$ cat config.mk
export PLATFORM = sky130hd
export DESIGN_NAME = mem_ctrl
export DESIGN_NICKNAME = d
export VERILOG_FILES = /design/src/rtl/mem_ctrl.sv
export SDC_FILE = /design/constraint.sdc
export NUM_CORES = 1
export LEC_CHECK = 0
export ABC_AREA = 1
export BUFFER_PORTS_ARGS = -buffer_cell sky130_fd_sc_hd__buf_4
export CORE_UTILIZATION = 57
export CTS_CLUSTER_DIAMETER = 60
export DETAILED_ROUTE_END_ITERATION = 8
export PLACE_DENSITY = 0.78
export SYNTH_ARGS = -nofsm -noshare
export SYNTH_HDL_FRONTEND = slang
export SYNTH_SLANG_ARGS = --single-unit
export TNS_END_PERCENT = 10
$ cat constraint.sdc
create_clock -name clk_in -period 15.2 [get_ports clk_in]
set_clock_uncertainty 0.2 [all_clocks]
set_input_delay 1.52 -clock clk_in [delete_from_list [all_inputs] [get_ports clk_in]]
set_output_delay 1.52 -clock clk_in [all_outputs]
set_load 0.01 [all_outputs]
$ cat src/rtl/mem_ctrl.sv
// mem_ctrl: arbiter and byte serialiser for the single byte-wide RAM port.
// Serves ICache block fills and LSB byte/half/word loads and stores, one
// byte per cycle, little-endian. A RoB flush cancels in-flight reads.
//
// Ports:
//   clk_in, rst_in (async, active-high), rdy_in (freezes all state)
//   mem_din/mem_dout/mem_a/mem_wr  RAM port (read data valid the cycle
//                                  after the address is presented)
//   io_buffer_full                 UART output buffer full, gates IO stores
//   IC2MC_en/IC2MC_addr            ICache fill request
//   MC2IC_en/MC2IC_block           fill done pulse and block (word 0 low)
//   LSB2MC_en/_wr/_len/_addr/_data LSB request
//   MC2LSB_en/MC2LSB_data          LSB done pulse and zero-extended load data
//   RoB2MC_flush                   misprediction flush
module mem_ctrl #(
    parameter int ADDR_WIDTH  = 32,
    parameter int BLOCK_WIDTH = 1
) (
    input  logic                           clk_in,
    input  logic                           rst_in,
    input  logic                           rdy_in,
    input  logic [7:0]                     mem_din,
    output logic [7:0]                     mem_dout,
    output logic [ADDR_WIDTH-1:0]          mem_a,
    output logic                           mem_wr,
    input  logic                           io_buffer_full,
    input  logic                           IC2MC_en,
    input  logic [ADDR_WIDTH-1:0]          IC2MC_addr,
    output logic                           MC2IC_en,
    output logic [32*(1<<BLOCK_WIDTH)-1:0] MC2IC_block,
    input  logic                           LSB2MC_en,
    input  logic                           LSB2MC_wr,
    input  logic [1:0]                     LSB2MC_len,
    input  logic [ADDR_WIDTH-1:0]          LSB2MC_addr,
    input  logic [31:0]                    LSB2MC_data,
    output logic                           MC2LSB_en,
    output logic [31:0]                    MC2LSB_data,
    input  logic                           RoB2MC_flush
);

    localparam int BLOCK_SIZE = 1 << BLOCK_WIDTH;
    localparam int BLK_BITS   = 32 * BLOCK_SIZE;

    localparam logic [1:0] S_IDLE   = 2'd0;
    localparam logic [1:0] S_IFETCH = 2'd1;
    localparam logic [1:0] S_LOAD   = 2'd2;
    localparam logic [1:0] S_STORE  = 2'd3;

    localparam logic [3:0] IC_LAST = 4'(4 * BLOCK_SIZE - 1);

    logic [1:0]            state;
    logic [3:0]            cnt;        // index of the byte in flight
    logic [3:0]            last;       // N-1 for the current transaction
    logic [ADDR_WIDTH-1:0] base;
    logic [31:0]           sdata;
    logic                  is_io;
    logic [BLK_BITS-1:0]   cap;        // bytes captured so far, rest zero
    logic                  mem_wr_q;

    logic [3:0]            cnt_inc;
    logic [ADDR_WIDTH-1:0] addr_next;
    logic [BLK_BITS-1:0]   merged;
    logic [7:0]            byte_next;
    logic                  io_ok;
    logic                  lsb_req;
    logic                  ic_req;
    logic                  lsb_io;
    logic                  lsb_io_ok;
    logic [3:0]            lsb_last;
    logic [ADDR_WIDTH-1:0] ic_base;

    // rdy_in low must never leave a write strobe asserted on the RAM.
    assign mem_wr = mem_wr_q & rdy_in;

    always_comb begin
        cnt_inc   = cnt + 4'd1;
        addr_next = base + ADDR_WIDTH'(cnt_inc);
        merged    = cap | (BLK_BITS'(mem_din) << {cnt, 3'b000});
        byte_next = 8'(sdata >> {cnt_inc, 3'b000});
        io_ok     = !is_io || !io_buffer_full;
        // A requester whose done pulse is still high is not re-served.
        lsb_req   = LSB2MC_en && !MC2LSB_en && !RoB2MC_flush;
        ic_req    = IC2MC_en && !MC2IC_en && !RoB2MC_flush;
        lsb_io    = (LSB2MC_addr[17:16] == 2'b11);
        lsb_io_ok = !lsb_io || !io_buffer_full;
        ic_base   = IC2MC_addr & ~ADDR_WIDTH'(4 * BLOCK_SIZE - 1);
        lsb_last  = 4'd3;
        case (LSB2MC_len)
            2'd0:    lsb_last = 4'd0;
            2'd1:    lsb_last = 4'd1;
            default: lsb_last = 4'd3;
        endcase
    end

    always_ff @(posedge clk_in or posedge rst_in) begin
        if (rst_in) begin
            state       <= S_IDLE;
            cnt         <= '0;
            last        <= '0;
            base        <= '0;
            sdata       <= '0;
            is_io       <= 1'b0;
            cap         <= '0;
            mem_a       <= '0;
            mem_dout    <= '0;
            mem_wr_q    <= 1'b0;
            MC2IC_en    <= 1'b0;
            MC2LSB_en   <= 1'b0;
            MC2IC_block <= '0;
            MC2LSB_data <= '0;
        end else if (rdy_in) begin
            MC2IC_en  <= 1'b0;
            MC2LSB_en <= 1'b0;
            case (state)
                S_IDLE: begin
                    mem_a    <= '0;
                    mem_wr_q <= 1'b0;
                    // LSB wins: it belongs to older instructions.
                    if (lsb_req) begin
                        base  <= LSB2MC_addr;
                        mem_a <= LSB2MC_addr;
                        cnt   <= '0;
                        last  <= lsb_last;
                        sdata <= LSB2MC_data;
                        is_io <= LSB2MC_wr && lsb_io;
                        cap   <= '0;
                        if (LSB2MC_wr) begin
                            state    <= S_STORE;
                            mem_dout <= LSB2MC_data[7:0];
                            mem_wr_q <= lsb_io_ok;
                        end else begin
                            state <= S_LOAD;
                        end
                    end else if (ic_req) begin
                        base  <= ic_base;
                        mem_a <= ic_base;
                        cnt   <= '0;
                        last  <= IC_LAST;
                        is_io <= 1'b0;
                        cap   <= '0;
                        state <= S_IFETCH;
                    end
                end
                S_IFETCH, S_LOAD: begin
                    if (RoB2MC_flush) begin
                        state <= S_IDLE;
                        mem_a <= '0;
                        cnt   <= '0;
                        cap   <= '0;
                    end else if (cnt == last) begin
                        state <= S_IDLE;
                        mem_a <= '0;
                        cnt   <= '0;
                        if (state == S_IFETCH) begin
                            MC2IC_block <= merged;
                            MC2IC_en    <= 1'b1;
                        end else begin
                            MC2LSB_data <= merged[31:0];
                            MC2LSB_en   <= 1'b1;
                        end
                    end else begin
                        cap   <= merged;
                        cnt   <= cnt_inc;
                        mem_a <= addr_next;
                    end
                end
                S_STORE: begin
                    // mem_wr_q high means byte cnt was written this cycle;
                    // low means byte cnt is already set up and waiting on IO.
                    if (mem_wr_q) begin
                        if (cnt == last) begin
                            state     <= S_IDLE;
                            mem_a     <= '0;
                            mem_wr_q  <= 1'b0;
                            cnt       <= '0;
                            MC2LSB_en <= 1'b1;
                        end else begin
                            cnt      <= cnt_inc;
                            mem_a    <= addr_next;
                            mem_dout <= byte_next;
                            mem_wr_q <= io_ok;
                        end
                    end else begin
                        mem_wr_q <= io_ok;
                    end
                end
                default: state <= S_IDLE;
            endcase
        end
    end

endmodule

==> impl_results.md, run 1 <==
* Outcome: completed
* Register Area at 6932 µm²
* # diodes at 0
* Hold-fix buffers, CTS at 0
* Row Count at 56
* Final hold vios at 0
* Maximum clock rate at 190.4 MHz
* Lkg Pwr at 8.599 nW
* Setup TNS at 0 ps
* Vias in the first global route at 11830
* # DRC at 0
* First-pass DRT Iterations at 7
* Yosys reg bits at 277
* Initial DRC Count at 1276
* Num CTS Buffers at 29
* Crit path top cell by count: inv_2
* Hold Crit Class: reg -> reg
* Clk sinks at 277
* Root buffer cell: clkbuf_16
* Post-Synth XOR/XNOR Area at 0.003225
* Share of layout cells above drive strength 1 at 0.1767
* Final wirelength at 38750 µm
* First-pass GRT wire length at 61690 µm
* Synth Area in Adders at 0.008845
* Starting Density at 0.5803
* Crit start category: input pin
* WHS Endpoint: sdata[27]
* Area fraction in compound gates after synthesis at 0.1370
* Clock Latency Late Sink at 560 ps
* Hold Path Stages at 2
* Detailed placer's ending HPWL at 26010 µm
* Synthesized area at 13580 µm²
* Max-cap viol count at 0
* DR vias at 12870
* Critical path's slowest cell: nor2_2
* CTS Buffer Depth at 3
* Total track usage at 0.3192
* Largest net degree at the start of global routing at 125
* Die Height at 156.4 µm
* Initial antenna violation count at 0
* Area of the multi-input gates at 5703 µm²
* Netlist cell types at 37
* Post-synth EDFFs at 0
* Finished Core Util at 0.7038
* Slew Limit Fails at 0
* Global placement routability congestion at 0.8770
* Cell family with most CP delay: simple AND/OR/NAND/NOR gates
* Largest family of logic cells by synthesized area: simple AND/OR/NAND/NOR gates
* Worst Path Buf+Inv at 5
* CP Max Fanout at 82
* CTS tree: built
* Endpoints failing setup at 0
* Setup bufs post-CTS at 0
* Final ANT Viol Nets at 0
* Crit-path cells: buf_4 -> nor2_2 -> inv_2 -> nor2_2 -> inv_2 -> nor3_4 -> inv_2 -> buf_4 -> nand2_1 -> o21ai_1
* Mapped Cells at 1783
* Power density over the cells at 150.8 nW/µm²
* Clock-pin transition on the worst setup and hold timing paths at 60 ps
* Synth warn at 0
* Total die area at 24450 µm²
* Final #Nets at 2103
* Flop2flop setup slack at 10160 ps
* Minimum clock period at 5251 ps
* FILL cells at 1964
* Die X at 156.4 µm
* Grt ovf at 0
* Syn-to-layout area delta at 21.27%
* Worst Path Arrival at 5470 ps
* Sequential fraction of the synthesis area at 0.5104
* Hold Startpoint: sdata[27]
* Crit end category: register
* Async S/R FF share, synth at 1.000
* Std-Cell Core Area at 23400 µm²
* Syn_nets at 1906
* Kind of critical path: in -> reg
* Post-synthesis mux area share at 0
* Synth Flop Type: dfrtp_1
* Post-CTS Resized at 0
* Worst-Margin Slew at 1229 ps
* Required time of the critical path at 15420 ps
* Syn Area/Cell at 7.617 µm²
* CTS H-tree depth at 1
* Peak supply drop at 0.0001131 V
* Relative slew slack at 0.1809
* Port Buf Inserts at 249
* Reg-to-reg critical path startpoint: state[0]
* Worst R2R Path Depth at 12
* Ports at 253
* Unrepaired setup endpoints after global routing: no
* DR vias/cell at 5.540
* Reg2reg end: MC2IC_block[29]
* Routed len/inst at 16.69 µm
* Max incr delay on CP at 880 ps
* Final period util at 0.3455
* Synth Area in Simple Gates at 0.2699
-- Yosys cell counts (all sizes together), types with 7 or more instances --
| library cell | count | area, µm² |
|---|---|---|
| a21oi | 81 | 405.4 |
| a22oi | 8 | 60.06 |
| a31o | 25 | 219.0 |
| a31oi | 9 | 56.30 |
| buf | 37 | 200.2 |
| clkbuf | 57 | 214.0 |
| dfrtp | 277 | 6932 |
| ha | 8 | 100.1 |
| inv | 143 | 536.8 |
| nand2 | 631 | 2371 |
| nand3 | 114 | 570.6 |
| nand4 | 7 | 43.79 |
| nor2 | 128 | 498.0 |
| nor3 | 27 | 146.4 |
| o21ai | 207 | 1036 |
-- registers in the layout, summed over array words and instances, names as in the netlist --
signal / count
MC2IC_block: 64
cap: 64
MC2LSB_data: 32
base: 32
mem_a: 32
sdata: 32
mem_dout: 8
cnt: 4
last: 3
state: 2
MC2IC_en: 1
MC2LSB_en: 1
is_io: 1
mem_wr_q: 1
-- kinds of logic (layout without fill, tap and decap cells) --
kind of cell / after synthesis / in the layout
fa+ha+maj: 9 / 9
simple gates: 912 / 912
compound gates: 341 / 341
buf+inv: 239 / 459
flops: 277 / 277
xor+xnor: 5 / 5
-- worst max path at each step --
stage,slack (ps),startpoint,end,depth (start not counted)
2_1_floorplan,5840,rst_in,MC2IC_block[0],1
3_3_place_gp,9380,RoB2MC_flush,MC2IC_block[58],10
3_5_place_dp,9400,RoB2MC_flush,MC2IC_block[23],10
4_1_cts,9990,RoB2MC_flush,MC2IC_block[14],10
5_1_grt,9570,RoB2MC_flush,MC2IC_block[15],10
6_report,9950,RoB2MC_flush,MC2IC_block[29],10
-- worst min-delay path: cells and delay by family (launching register included) --
kind	cells	cell delay (ps)
simple gates	2	90
flops	1	330
-- report_power, final --
part / switching, mW / internal (mW) / total (mW)
Sequential: 0.115 / 0.897 / 1.01
Clock: 0.306 / 0.387 / 0.694
Combinational: 0.521 / 0.257 / 0.778
-- metal layers --
| layer | vias up | wire length, µm | global-route usage |
|---|---|---|---|
| met1 | 6113 | 17340 | 0.4690 |
| met5 | - | 0 | 0 |
| met2 | 527 | 17020 | 0.4724 |
| met3 | 82 | 3189 | 0.06009 |
| li1 | 6143 | - | - |
| met4 | 0 | 1202 | 0.1134 |
-- layout make-up --
class                      instances  area share
tap                              319     0.02423
multi-input combinational       1267      0.3463
inverter                         145     0.03350
sequential                       277      0.4209
timing repair buffer             260      0.1185
clock buffer                      41     0.05105
clock inverter                    13    0.005546
-- through the flow --
stage / cell area [µm²] / setup slack (ps) / hold slack, ps / cells / power (mW)
after CTS: 16470 / 9985 / 268.4 / 2322 / 2.479
after detailed placement: 15540 / 9400 / 254.6 / 2268 / 1.783
after global placement: 15540 / 9379 / 247.9 / 2268 / 1.764
after global routing: 16470 / 9572 / 289.1 / 2322 / 2.626
after floorplan: 13580 / 5843 / 236.6 / 1783 / 1.499
final: 16470 / 9949 / 262.9 / 2322 / 2.483
-- layout by cell type, fill, tap and decap left out, types with 5 or more instances in the layout --
cell type  instances
a21oi_1           81
clkbuf_1           5
nand2_1          630
buf_4            260
a31oi_1            9
a22oi_1            8
inv_2              9
nand4_1            7
dfrtp_1          277
clkbuf_16         29
o21ai_1           42
clkinv_2           8
nor2_1           122
clkbuf_8           7
ha_1               8
nor3_1            26
nand3_1          113
a31o_2            25
o21ai_0          165
inv_1            133
(Power assumes the default switching activity.)
==> inputs of run 2 (changes only) <==
CORE_UTILIZATION = 51   (was 57)
PLACE_DENSITY = 0.73   (was 0.78)
clock period = 4.7 ns   (was 15.2 ns; I/O delays follow)
==> run 2 against run 1 <==
  * Sequential share of layout area shrank 1.3 points
  * Critical path type is now reg -> reg
  * Power grew to 3.3 times the previous value
  * Die area grew 12%
==> impl_results.md, run 2 (synthesis results as in run 1) <==
* Outcome: completed
* Final ANT Viol Nets at 0
* Final period util at 0.8317
* First-pass GRT wire length at 62490 µm
* Clk sinks at 277
* Syn-to-layout area delta at 25.21%
* Unrepaired setup endpoints after global routing: no
* Clock-pin transition on the worst setup and hold timing paths at 60 ps
* CTS tree: built
* Root buffer cell: clkbuf_16
* Total die area at 27280 µm²
* Global placement routability congestion at 0.9094
* Std-Cell Core Area at 26060 µm²
* Crit path top cell by count: nand2_1
* Worst Path Arrival at 4140 ps
* Setup bufs post-CTS at 0
* Setup TNS at 0 ps
* CTS H-tree depth at 1
* Required time of the critical path at 4930 ps
* Slew Limit Fails at 0
* Num CTS Buffers at 30
* Most common cell after layout, fill and taps aside: nand2_1
* Peak supply drop at 0.0002833 V
* Ports at 253
* Worst-Margin Slew at 1114 ps
* Row Count at 59
* # DRC at 0
* Die X at 165.2 µm
* Grt ovf at 0
* Top Registers: MC2IC_block (64), cap (64)
* Most frequent cells in the layout: nand2_1, dfrtp_1, buf_4
* Final #Nets at 2147
* Maximum clock rate at 255.8 MHz
* Largest net degree at the start of global routing at 129
* Kind of critical path: reg -> reg
* Lkg Pwr at 8.823 nW
* Endpoints failing setup at 0
* Vias in the first global route at 11910
* Initial DRC Count at 1245
* Initial antenna violation count at 1
* Starting Density at 0.5212
* DR vias at 12770
* Total track usage at 0.2909
* Minimum clock period at 3909 ps
* Flop2flop setup slack at 790 ps
* DR vias/cell at 5.369
* Clock Latency Late Sink at 570 ps
* CP Max Fanout at 50
* Hold Crit Class: in -> reg
* Power density over the cells at 485.8 nW/µm²
* Share of layout cells above drive strength 1 at 0.1737
* Max incr delay on CP at 860 ps
* Final wirelength at 39650 µm
* # diodes at 0
* Crit start category: register
* Port Buf Inserts at 249
* CTS Buffer Depth at 3
* Detailed placer's ending HPWL at 27010 µm
* Worst Path Buf+Inv at 5
* First-pass DRT Iterations at 5
* Max-cap viol count at 0
* Crit end category: register
* Die Height at 165.2 µm
* Cell family with most CP delay: buffers and inverters
* Routed len/inst at 16.67 µm
* Relative slew slack at 0.2563
* Finished Core Util at 0.6525
* Critical path's slowest cell: nand2_1
* Crit-path cells: inv_1 -> nand2_1 -> nor2_4 -> inv_2 -> nor2_2 -> buf_4 -> clkinv_1 -> nand2_1 -> inv_1 -> nand2_1 -> o21ai_0
* Final hold vios at 0
==> run 2: cell count changes in the layout (fill, tap and decap cells not counted), moves of 2 or more <==
cell,previous run,this run
buf_12,0,2
clkinvlp_4,3,1
clkbuf_8,7,3
clkinv_2,8,4
bufinv_16,0,5
buf_4,260,265
clkbuf_1,5,9
dlygate4sd3_1,0,36
==> run 2: final timing paths <==
check	cells past startpoint	end	startpoint
max	11	base[2]	MC2LSB_en
min	3	last[0]	LSB2MC_len[1]
max reg2reg	11	base[2]	MC2LSB_en
min reg2reg	2	sdata[12]	sdata[12]
max in group asynchronous	4	cap[32]	rst_in
min in group asynchronous	3	MC2IC_block[25]	rst_in
==> run 2: repair_timing <==
item / CTS / global route
hold buffers: 36 / 0
resized for setup: 0 / 0
setup endpoints to repair: 0 / 0
endpoints found under the hold margin: 54 / 0
==> run 2: through the flow <==
| step | cell area [µm²] | setup slack [ps] | cells | hold WS [ps] | total power, mW |
|---|---|---|---|---|---|
| after CTS | 17000 | 836.1 | 2379 | 0.7349 | 8.280 |
| after detailed placement | 15630 | 741.0 | 2291 | 253.9 | 5.807 |
| after global routing | 17000 | 391.9 | 2379 | 20.33 | 8.748 |
| final | 17000 | 790.9 | 2379 | 11.96 | 8.260 |
| after floorplan | 13580 | 364.6 | 1783 | 236.6 | 4.847 |
| after global placement | 15630 | 822.3 | 2291 | 247.9 | 5.740 |
==> run 2: final cells by class <==
cell class                      count  area, µm²
Multi-Input combinational cell   1267       5703
Tap cell                          335      419.2
Clock inverter                     10      186.4
Inverter                          145      548.0
Clock buffer                       42      825.8
Sequential cell                   277       6932
Fill cell                        2245       9055
Timing Repair Buffer              303       2390
==> run 2: report_power, final <==
group          internal (mW)  switching [mW]  total (mW)
Combinational          0.859            1.68        2.54
Sequential              2.90           0.375        3.28
Clock                   1.49           0.954        2.44
Total                   5.25            3.01        8.26
==> run 2: worst register-to-register path, cell delays in order, from the launching register on <==
cell and delay, ps:
dfrtp_1 380, inv_1 70, nand2_1 80, nor2_4 320, inv_2 80, nor2_2 80, buf_4 400, clkinv_1 580
nand2_1 860, inv_1 460, nand2_1 170, o21ai_0 100
==> run 2: routing by layer <==
layer | track usage | share of wire | vias to the layer above
li1 | - | - | 6232
met1 | 0.4280 | 0.45 | 5974
met2 | 0.4426 | 0.45 | 491
met3 | 0.04895 | 0.077 | 73
met4 | 0.08007 | 0.024 | 2
met5 | 0 | 0.00025 | -
==> inputs of run 3 (changes only) <==
ABC_AREA = 0   (was 1)
CORE_UTILIZATION = 55   (was 51)
PLACE_DENSITY = 0.76   (was 0.73)
clock period = 3.6 ns   (was 4.7 ns; I/O delays follow)
==> run 3 against run 2 <==
  * The run now ends with design-rule violations left
  * Power grew 49%
  * Sequential share of layout area up 1.3 points
  * First-iteration DRC count fell by 32%
  * Worst setup slack got worse by 300 ps
  * Synthesized cell count fell by 28%
  * Critical path type unchanged
  * Critical endpoint is now mem_a[31]
==> impl_results.md, run 3 <==
* Final period util at 0.8650
* Hold Crit Class: in -> reg
* Clock Latency Late Sink at 550 ps
* Clock-pin transition on the worst setup and hold timing paths at 60 ps
* Final #Nets at 1719
* Async S/R FF share, synth at 1.000
* Root buffer cell: clkbuf_16
* Relative slew slack at 0.2501
* First-pass GRT wire length at 57330 µm
* Synthesized area at 12420 µm²
* M1 WL at 14690 µm
* Hold Startpoint: io_buffer_full
* Top sig layer: met4
* Global placement routability congestion at 0.8165
* Syn-to-layout area delta at 32.85%
* Clk sinks at 277
* Yosys reg bits at 277
* Routed len/inst at 18.79 µm
* Port Buf Inserts at 249
* # DRC at 17
* Synth warn at 0
* Num CTS Buffers at 29
* Most common cell after layout, fill and taps aside: dfrtp_1
* Initial DRC Count at 848
* Endpoints failing setup at 0
* Final hold vios at 0
* Syn_nets at 1413
* Starting Density at 0.5655
* Maximum clock rate at 321.1 MHz
* Slew Limit Fails at 0
* CTS tree: built
* Count leader, synth: dfrtp_1
* # diodes at 0
* CP startpoint: cnt[0]
* Most frequent cells in the layout: dfrtp_1, buf_4, a21oi_1
* Max-cap viol count at 0
* First-pass DRT Iterations at 9
* Peak supply drop at 0.0004931 V
* Ports at 253
* Post-synth EDFFs at 0
* Worst R2R Path Depth at 12
* Final ANT Viol Nets at 0
* Top cells by area, synth: dfrtp_1, a21oi_1, nand2_1, nor2_1, o21ai_0
* Die X at 152.3 µm
* Initial antenna violation count at 0
* Dpl cells at 1741
* Final wirelength at 35610 µm
* Kind of critical path: reg -> reg
* Cell accounting for the most synthesized area: dfrtp_1
* Largest net degree at the start of global routing at 162
* DR vias at 10840
* Synth top cells by count: dfrtp_1, a21oi_1, nand2_1, nor2_1, o21ai_0
* Total track usage at 0.3107
* Unrepaired setup endpoints after global routing: no
* Hold Path Stages at 4
* FILL cells at 1505
* Non-filler cells, final at 1895
* Mapped Cells at 1290
* Setup bufs post-CTS at 0
* Met3 Wirelength at 2680 µm
* Grt ovf at 0
* Worst-Margin Slew at 1125 ps
* Share of layout cells above drive strength 1 at 0.2359
* Failing checks: design-rule violations
* Minimum clock period at 3114 ps
* Detailed placer's ending HPWL at 21910 µm
* Netlist cell types at 57
* Std-Cell Core Area at 21960 µm²
* Top Registers: MC2IC_block (64), cap (64)
* Outcome: complete, but fails checks
* CTS Buffer Depth at 3
* Synth Flop Type: dfrtp_1
* Reg-to-reg critical path startpoint: cnt[0]
* Die Height at 152.3 µm
* Worst Path Arrival at 3290 ps
* Row Count at 54
* Power density over the cells at 744.4 nW/µm²
* Required time of the critical path at 3780 ps
* Total die area at 23180 µm²
* Syn Area/Cell at 9.626 µm²
* CTS H-tree depth at 1
* Finished Core Util at 0.7512
* Routed wire length on met2 at 16920 µm
* DR vias/cell at 5.720
* Crit start category: register
* Lkg Pwr at 7.634 nW
* CP Max Fanout at 15
* Crit end category: register
* Top-area cell type share of the netlist area at 0.5582
* Vias in the first global route at 11020
* Sequential fraction of the synthesis area at 0.5582
## run 3: changes by cell type after synthesis, moves of 25 or more
cell,change
nor2_1,+33
o21ai_1,-35
mux2_2,+40
nand3_1,-100
nand2_1,-441
o21ai_0,-69
inv_1,-108
a21oi_1,+120
a31o_2,-25
## run 3: worst paths after layout
| kind | end | slack [ps] |
|---|---|---|
| max | mem_a[31] | 490 |
| min | mem_wr_q | 20 |
| max reg2reg | mem_a[31] | 490 |
| min reg2reg | MC2IC_block[9] | 280 |
| max in group asynchronous | MC2IC_block[17] | 2060 |
| min in group asynchronous | base[20] | 330 |
## run 3: cell type report
class | count | area, µm² | area share
inverter | 28 | 121.4 | 0.007357
multi-input combinational | 887 | 4971 | 0.3014
clock inverter | 10 | 209.0 | 0.01267
timing repair buffer | 373 | 3085 | 0.1870
tap | 280 | 350.3 | 0.02124
sequential | 277 | 6932 | 0.4202
clock buffer | 40 | 827.0 | 0.05014
## run 3: metrics by stage
| stage | hold slack (ps) | worst slack (ps) | area [µm²] | power [mW] | setup TNS [ps] |
|---|---|---|---|---|---|
| after global placement | 261.6 | 615.7 | 14420 | 8.538 | 0 |
| after floorplan | 249.7 | -625.4 | 12420 | 7.115 | -173220 |
| final | 16.90 | 486.1 | 16500 | 12.28 | 0 |
| after detailed placement | 271.2 | 492.8 | 14420 | 8.691 | 0 |
| after CTS | 3.168 | 485.1 | 16500 | 12.26 | 0 |
| after global routing | 49.77 | 283.3 | 16500 | 12.92 | 0 |
## run 3: report_power, final
part | internal (mW) | leakage (nW) | switching, mW
Clock | 2.02 | 0.505 | 1.23
Combinational | 2.04 | 3.52 | 2.21
Sequential | 4.06 | 3.61 | 0.724
## run 3: layer usage
| metal | GRT usage | vias to the layer above |
|---|---|---|
| met5 | 0 | - |
| met4 | 0.1244 | 0 |
| met3 | 0.05176 | 96 |
| met2 | 0.5071 | 474 |
| met1 | 0.4171 | 5251 |
| li1 | - | 5019 |
## run 3: repair_timing
item                       in CTS  in global routing
gates resized for setup         0                  0
hold buffers                  104                  0
setup endpoints to repair       0                  0
hold endpoints to repair      364                  0
## run 3: cells by family after synthesis
| family | Yosys count | synth area share |
|---|---|---|
| compound gates | 382 | 0.1699 |
| xor+xnor | 33 | 0.02328 |
| fa+ha+maj | 9 | 0.009674 |
| buf+inv | 126 | 0.04555 |
| flops | 277 | 0.5582 |
| mux | 48 | 0.05079 |
| simple gates | 415 | 0.1426 |
## run 3: critical path, stage by stage, from the launching register on
cell and delay [ps]:
dfrtp_1 390, buf_4 250, nand3_1 120, xor2_1 200
inv_1 90, ha_1 320, o21ai_0 130, o21a_1 230
nand4bb_1 180, buf_4 190, nor4_1 330, xnor2_1 160
o221ai_1 140
